File: src/rtl/mem_arbiter.sv
// Two-requester arbiter (CPU and loader) for one shared memory port.
// Each access is granted in IDLE, issued for one cycle, waited out for LAT cycles and acknowledged.
module mem_arbiter #(
   parameter int AW  = 32,
   parameter int DW  = 32,
   parameter int LAT = 1
) (
   input  logic          clk,
   input  logic          reset,
   // A requester holds req (with we/addr/wdata stable) until its one-cycle ready
   // pulse; a req still high in the ready cycle is treated as a fresh access.
   input  logic          cpu_req,
   input  logic          cpu_we,
   input  logic [AW-1:0] cpu_addr,
   input  logic [DW-1:0] cpu_wdata,
   output logic          cpu_ready,
   output logic [DW-1:0] cpu_rdata,
   input  logic          ld_req,
   input  logic          ld_we,
   input  logic [AW-1:0] ld_addr,
   input  logic [DW-1:0] ld_wdata,
   input  logic          ld_lock,
   output logic          ld_ready,
   output logic [DW-1:0] ld_rdata,
   output logic          mem_en,
   output logic          mem_we,
   output logic [AW-1:0] mem_addr,
   output logic [DW-1:0] mem_wdata,
   input  logic [DW-1:0] mem_rdata,
   output logic [1:0]    grant,
   output logic          busy,
   output logic [1:0]    dbg_state
);

   typedef enum logic [1:0] {
      IDLE  = 2'd0,
      ISSUE = 2'd1,
      WAIT  = 2'd2,
      RESP  = 2'd3
   } state_t;

   localparam logic [3:0] CNT_INIT = 4'(LAT - 1);

   state_t        state_q, state_d;
   logic [3:0]    cnt_q, cnt_d;
   logic          last_q, last_d;
   logic          lock_q, lock_d;
   logic [1:0]    gnt_q, gnt_d;
   logic          we_q, we_d;
   logic [DW-1:0] cpu_rdata_q, cpu_rdata_d;
   logic [DW-1:0] ld_rdata_q, ld_rdata_d;

   logic          sel_we;
   logic [AW-1:0] sel_addr;
   logic [DW-1:0] sel_wdata;
   logic          rd_resp;

   assign sel_we    = gnt_q[1] ? ld_we    : cpu_we;
   assign sel_addr  = gnt_q[1] ? ld_addr  : cpu_addr;
   assign sel_wdata = gnt_q[1] ? ld_wdata : cpu_wdata;
   assign rd_resp   = (state_q == RESP) && !we_q;

   always_ff @(posedge clk or negedge reset) begin
      if (!reset) begin
         state_q     <= IDLE;
         cnt_q       <= '0;
         last_q      <= 1'b1;
         lock_q      <= 1'b0;
         gnt_q       <= 2'b00;
         we_q        <= 1'b0;
         cpu_rdata_q <= '0;
         ld_rdata_q  <= '0;
      end else begin
         state_q     <= state_d;
         cnt_q       <= cnt_d;
         last_q      <= last_d;
         lock_q      <= lock_d;
         gnt_q       <= gnt_d;
         we_q        <= we_d;
         cpu_rdata_q <= cpu_rdata_d;
         ld_rdata_q  <= ld_rdata_d;
      end
   end

   always_comb begin
      state_d     = state_q;
      cnt_d       = cnt_q;
      last_d      = last_q;
      lock_d      = lock_q;
      gnt_d       = gnt_q;
      we_d        = we_q;
      cpu_rdata_d = cpu_rdata_q;
      ld_rdata_d  = ld_rdata_q;
      mem_en      = 1'b0;
      mem_we      = 1'b0;
      mem_addr    = '0;
      mem_wdata   = '0;
      cpu_ready   = 1'b0;
      ld_ready    = 1'b0;

      case (state_q)
         IDLE: begin
            if (cpu_req || ld_req) begin
               // On a conflict the loader wins when the CPU went last, or when it holds the lock.
               if (cpu_req && ld_req)
                  gnt_d = (!last_q || lock_q) ? 2'b10 : 2'b01;
               else
                  gnt_d = ld_req ? 2'b10 : 2'b01;
               state_d = ISSUE;
            end
         end
         ISSUE: begin
            mem_en    = 1'b1;
            mem_we    = sel_we;
            mem_addr  = sel_addr;
            mem_wdata = sel_wdata;
            cnt_d     = CNT_INIT;
            we_d      = sel_we;
            state_d   = (sel_we || LAT == 1) ? RESP : WAIT;
         end
         WAIT: begin
            cnt_d = cnt_q - 4'd1;
            if (cnt_q <= 4'd1)
               state_d = RESP;
         end
         RESP: begin
            cpu_ready = gnt_q[0];
            ld_ready  = gnt_q[1];
            if (rd_resp) begin
               if (gnt_q[0]) cpu_rdata_d = mem_rdata;
               if (gnt_q[1]) ld_rdata_d  = mem_rdata;
            end
            last_d  = gnt_q[1];
            lock_d  = gnt_q[1] & ld_lock;
            gnt_d   = 2'b00;
            state_d = IDLE;
         end
         default: begin
            state_d = IDLE;
            gnt_d   = 2'b00;
         end
      endcase
   end

   assign cpu_rdata = (rd_resp && gnt_q[0]) ? mem_rdata : cpu_rdata_q;
   assign ld_rdata  = (rd_resp && gnt_q[1]) ? mem_rdata : ld_rdata_q;
   assign grant     = gnt_q;
   assign busy      = (state_q != IDLE);
   assign dbg_state = state_q;

endmodule

File: config.mk
export PLATFORM = sky130hd
export DESIGN_NAME = mem_arbiter
export DESIGN_NICKNAME = d
export VERILOG_FILES = /design/src/rtl/mem_arbiter.sv
export SDC_FILE = /design/constraint.sdc
export NUM_CORES = 1
export LEC_CHECK = 0
export CAP_MARGIN = 10
export CELL_PAD_IN_SITES_DETAIL_PLACEMENT = 0
export CELL_PAD_IN_SITES_GLOBAL_PLACEMENT = 1
export CORE_AREA = 2 2 120 122
export CTS_BUF_LIST = sky130_fd_sc_hd__clkbuf_4
export CTS_CLUSTER_SIZE = 40
export DETAILED_ROUTE_END_ITERATION = 8
export DIE_AREA = 0 0 122 124
export DONT_BUFFER_PORTS = 1
export PLACE_DENSITY = 0.63
export SLEW_MARGIN = 15
export SYNTH_ARGS = -nofsm -noshare
export SYNTH_HDL_FRONTEND = slang
export SYNTH_SLANG_ARGS = --single-unit
File: constraint.sdc
create_clock -name clk -period 1.8 [get_ports clk]
set_input_delay 0.09 -clock clk [delete_from_list [all_inputs] [get_ports clk]]
set_output_delay 0.09 -clock clk [all_outputs]
set_load 0.01 [all_outputs]
==> summary.txt <==
Setup path
  – CP max stage delay: ~0.40 ns
  – Type of origin of the critical path: flop
  – Crit path DAT: 1.94 ns
  – Slowest stage cell on the critical path: dfrtp_1
  – Peak fanout along the critical path: 9
  – Critical path, cell by cell: ha_2 -> and2_4 -> nand2b_4 -> buf_6 -> buf_16 -> mux2_4
  – Worst EP required: 1.71 ns
  – Worst setup EP type: output pin
  – Crit path kind: reg2out

Flow run
  – Max_cap viols: 0

Clock network
  – CTS Sinks: 75
  – Bufs on Longest Clock Path: 2
  – H-tree depth: 3
  – CTS tree: done
  – CTS Buf Count: 9
  – Root Buffer: clkbuf_4
  – Later-pin clock latency in the skew report: 0.42 ns
  – Clk slew on worst S/H paths: roughly 0.13 ns

Global route
  – Largest net degree at the start of global routing: 76
  – Initial antenna violation count: 1
  – GRT Overall Usage: 0.178
  – Global-route wire length before repair: approximately 21000 µm
  – Number of global-route vias before repair: 3707
  – Total grt overflow: 0

Placement
  – DP Worst Slack: 0.106 ns
  – Area after DPL: 5420 µm²
  – RD Place Congestion: 0.756
  – IO Port Bufs: 0
  – Dpl hpwl: 9150 µm

Yosys
  – Primary FF master, synth: dfrtp_1
  – #FFs+latches synth: 75
  – Synthesized area: 5210 µm²
  – Unique cell type count in the Yosys netlist: 33
  – Syn Nets: between 500 and 600
  – Number of synthesized flops with an enable pin: 0
  – Sequential-to-total area share from yosys stat: 0.361
  – Avg Cell Area, Syn: 12.5 µm²
  – Instance count of the mapped netlist: between 400 and 500
  – Async S/R FF share, synth: 1.00
  – Synth warn: 0

Die
  – I/O pins: 304
  – Area of the die: about 15000 µm²
  – Die Width: 122 µm
  – Die Span Y: 124 µm
  – Core area: 13700 µm²
  – Starting density of the core: 0.380
  – FP Rows: between 40 and 50

Cells and area
  – Final Util: 0.528
  – Layout cells sized above 1: 0.561
  – Finished layout cell area: 7250 µm²
  – Nets@finish: 672
  – Fill cells: approximately 1.2k
  – Layout area overhead: 39.1%

Timing
  – Worst Max-Slew Pin Slew: 0.360 ns
  – Slack of the critical path: -0.234 ns
  – Clock Skew: 0.0147 ns
  – Final worst-path cycle share: 1.13
  – Max Slew Vio Count: 0
  – Worst relative slew slack: 0.753
  – Hold Fails Final Rpt: 0
  – RSZ-0062 raised after global routing: true
  – Final setup viols: between 100 and 150
  – Achievable frequency: 0.492 GHz
  – Minimum clock period: 2.03 ns

Status
  – Failing checks: setup timing
  – Outcome: finished, violations left

Route
  – Drt pass-1 iters: 4
  – Vias per cell: 5.38
  – DR vias: 3678
  – Initial DRC count: 142
  – Routed wire length: 15700 µm
  – WL per Instance: 22.9 µm
  – # DRC: 0
  – Post-DRT Antenna Nets: 0

Power and ir drop
  – Worst vdd ir: 0.994 mV
  – Flop pwr share: 0.260
  – Switching share of power: 0.373
  – Power density cells: 1630 nW/µm²
  – Net Sw Power: ~0.0044 W
  – Static Leak: ~3.3 nW
  – Pint: 0.00740 W
  – Comb pwr share: 0.648
  – Clock share of power: 0.092

Hold path
  – Worst hold-check path type: in2async
## synthesized netlist by cell type (4+ instances only)
cell / number / area, µm²
dfrtp_1: 74 / 1850
mux2_2: 68 / 766
nor2b_1: 67 / 419
mux2i_1: 66 / 661
mux2_4: 60 / 901
buf_6: 14 / 158
inv_1: 8 / 30.0
clkbuf_1: 7 / 26.3
ha_1: 7 / 87.6
buf_2: 4 / 20.0
buf_4: 4 / 30.0
nand2b_1: 4 / 25.0
o21ai_0: 4 / 20.0
## flip-flops by register name, indices dropped and copies added (netlist names)
name,flops
last_q,1
cnt_q,4
we_q,1
dbg_state,2
ld_rdata_q,32
grant,2
lock_q,1
cpu_rdata_q,32
## layout make-up
class | instances | area, µm² | share of cell area
multi-input combinational | 304 | 3690 | 0.509
sequential | 75 | 1880 | 0.260
timing repair buffer | 100 | 1280 | 0.176
tap | 180 | 225 | 0.0311
clock buffer | 12 | 90.1 | 0.0124
clock inverter | 4 | 51.3 | 0.00708
inverter | 8 | 30.0 | 0.00414
antenna | 1 | 2.50 | 0.000345
## power groups by stage
stage / clock network, W / logic [W] / registers, W
4_1_cts: 0.00111 / 0.00744 / 0.00303
3_5_place_dp: 0 / 0.00542 / 0.00305
2_1_floorplan: 0 / 0.00461 / 0.00292
3_3_place_gp: 0 / 0.00536 / 0.00302
5_1_grt: 0.00120 / 0.00808 / 0.00318
6_report: 0.00109 / 0.00765 / 0.00307
## metrics by stage
step	cells	total power (W)	setup TNS (ns)	hold slack, ns
3_3_place_gp	588	0.00838	0	-0.204
4_1_cts	675	0.0116	-19.30	0.229
6_report	684	0.0118	-18.14	0.220
5_1_grt	684	0.0125	-32.01	0.256
3_5_place_dp	588	0.00847	0	-0.203
2_1_floorplan	416	0.00753	0	-0.206
## final timing paths
| path | start | end | slack (ns) | depth (start not counted) |
|---|---|---|---|---|
| setup reg to reg | dbg_state[1] | ld_rdata_q[11] | -0.07 | 8 |
| hold / removal | reset | cpu_rdata_q[29] | 0.22 | 2 |
| setup / recovery | dbg_state[0] | ld_rdata[8] | -0.23 | 6 |
| min in group clk | mem_rdata[4] | ld_rdata[4] | 0.32 | 1 |
| max in group asynchronous | reset | last_q | 1.24 | 2 |
| hold reg to reg | cpu_rdata_q[24] | cpu_rdata_q[24] | 0.52 | 1 |
## timing repair
action	CTS	global route
setup endpoints to repair	129	149
gates cloned	11	6
hold buffers	39	0
gates resized for setup	175	23
pin swaps	1	0
hold endpoints to repair	145	0
setup buffers	21	6
## layout by cell type, fill, tap and decap left out, drive strengths merged, types with 2 or more instances in the layout
master	netlist	routed
a21oi	2	2
and2	3	3
buf	22	57
clkbuf	7	16
clkinv	0	2
dfrtp	74	74
dlygate4sd3	0	38
ha	7	7
inv	8	8
mux2	128	128
mux2i	66	66
nand2	3	3
nand2b	4	4
nor2	3	3
nor2b	67	67
o211ai	3	3
o21ai	4	4
o311ai	2	2
## worst max-delay path, delay by kind of cell (launching register included)
family	cells	cell delay (ns)
flops	1	0.40
fa+ha+maj	1	0.19
mux	1	0.32
simple gates	2	0.31
buf+inv	2	0.28
## layer usage
layer / part of all wire / GRT usage
met1: 0.40 / 0.224
met2: 0.53 / 0.307
met3: 0.064 / 0.0426
met4: 0.0080 / 0.0474
met5: 0 / 0
## cell families (layout without fill, tap and decap cells)
family,after synthesis,count (layout),synth area share
compound gates,18,18,0.0243
flops,75,75,0.361
buf+inv,37,124,0.0507
other cells,0,1,0
mux,194,194,0.447
fa+ha+maj,7,7,0.0168
simple gates,85,85,0.101
(Power assumes the default switching activity.)
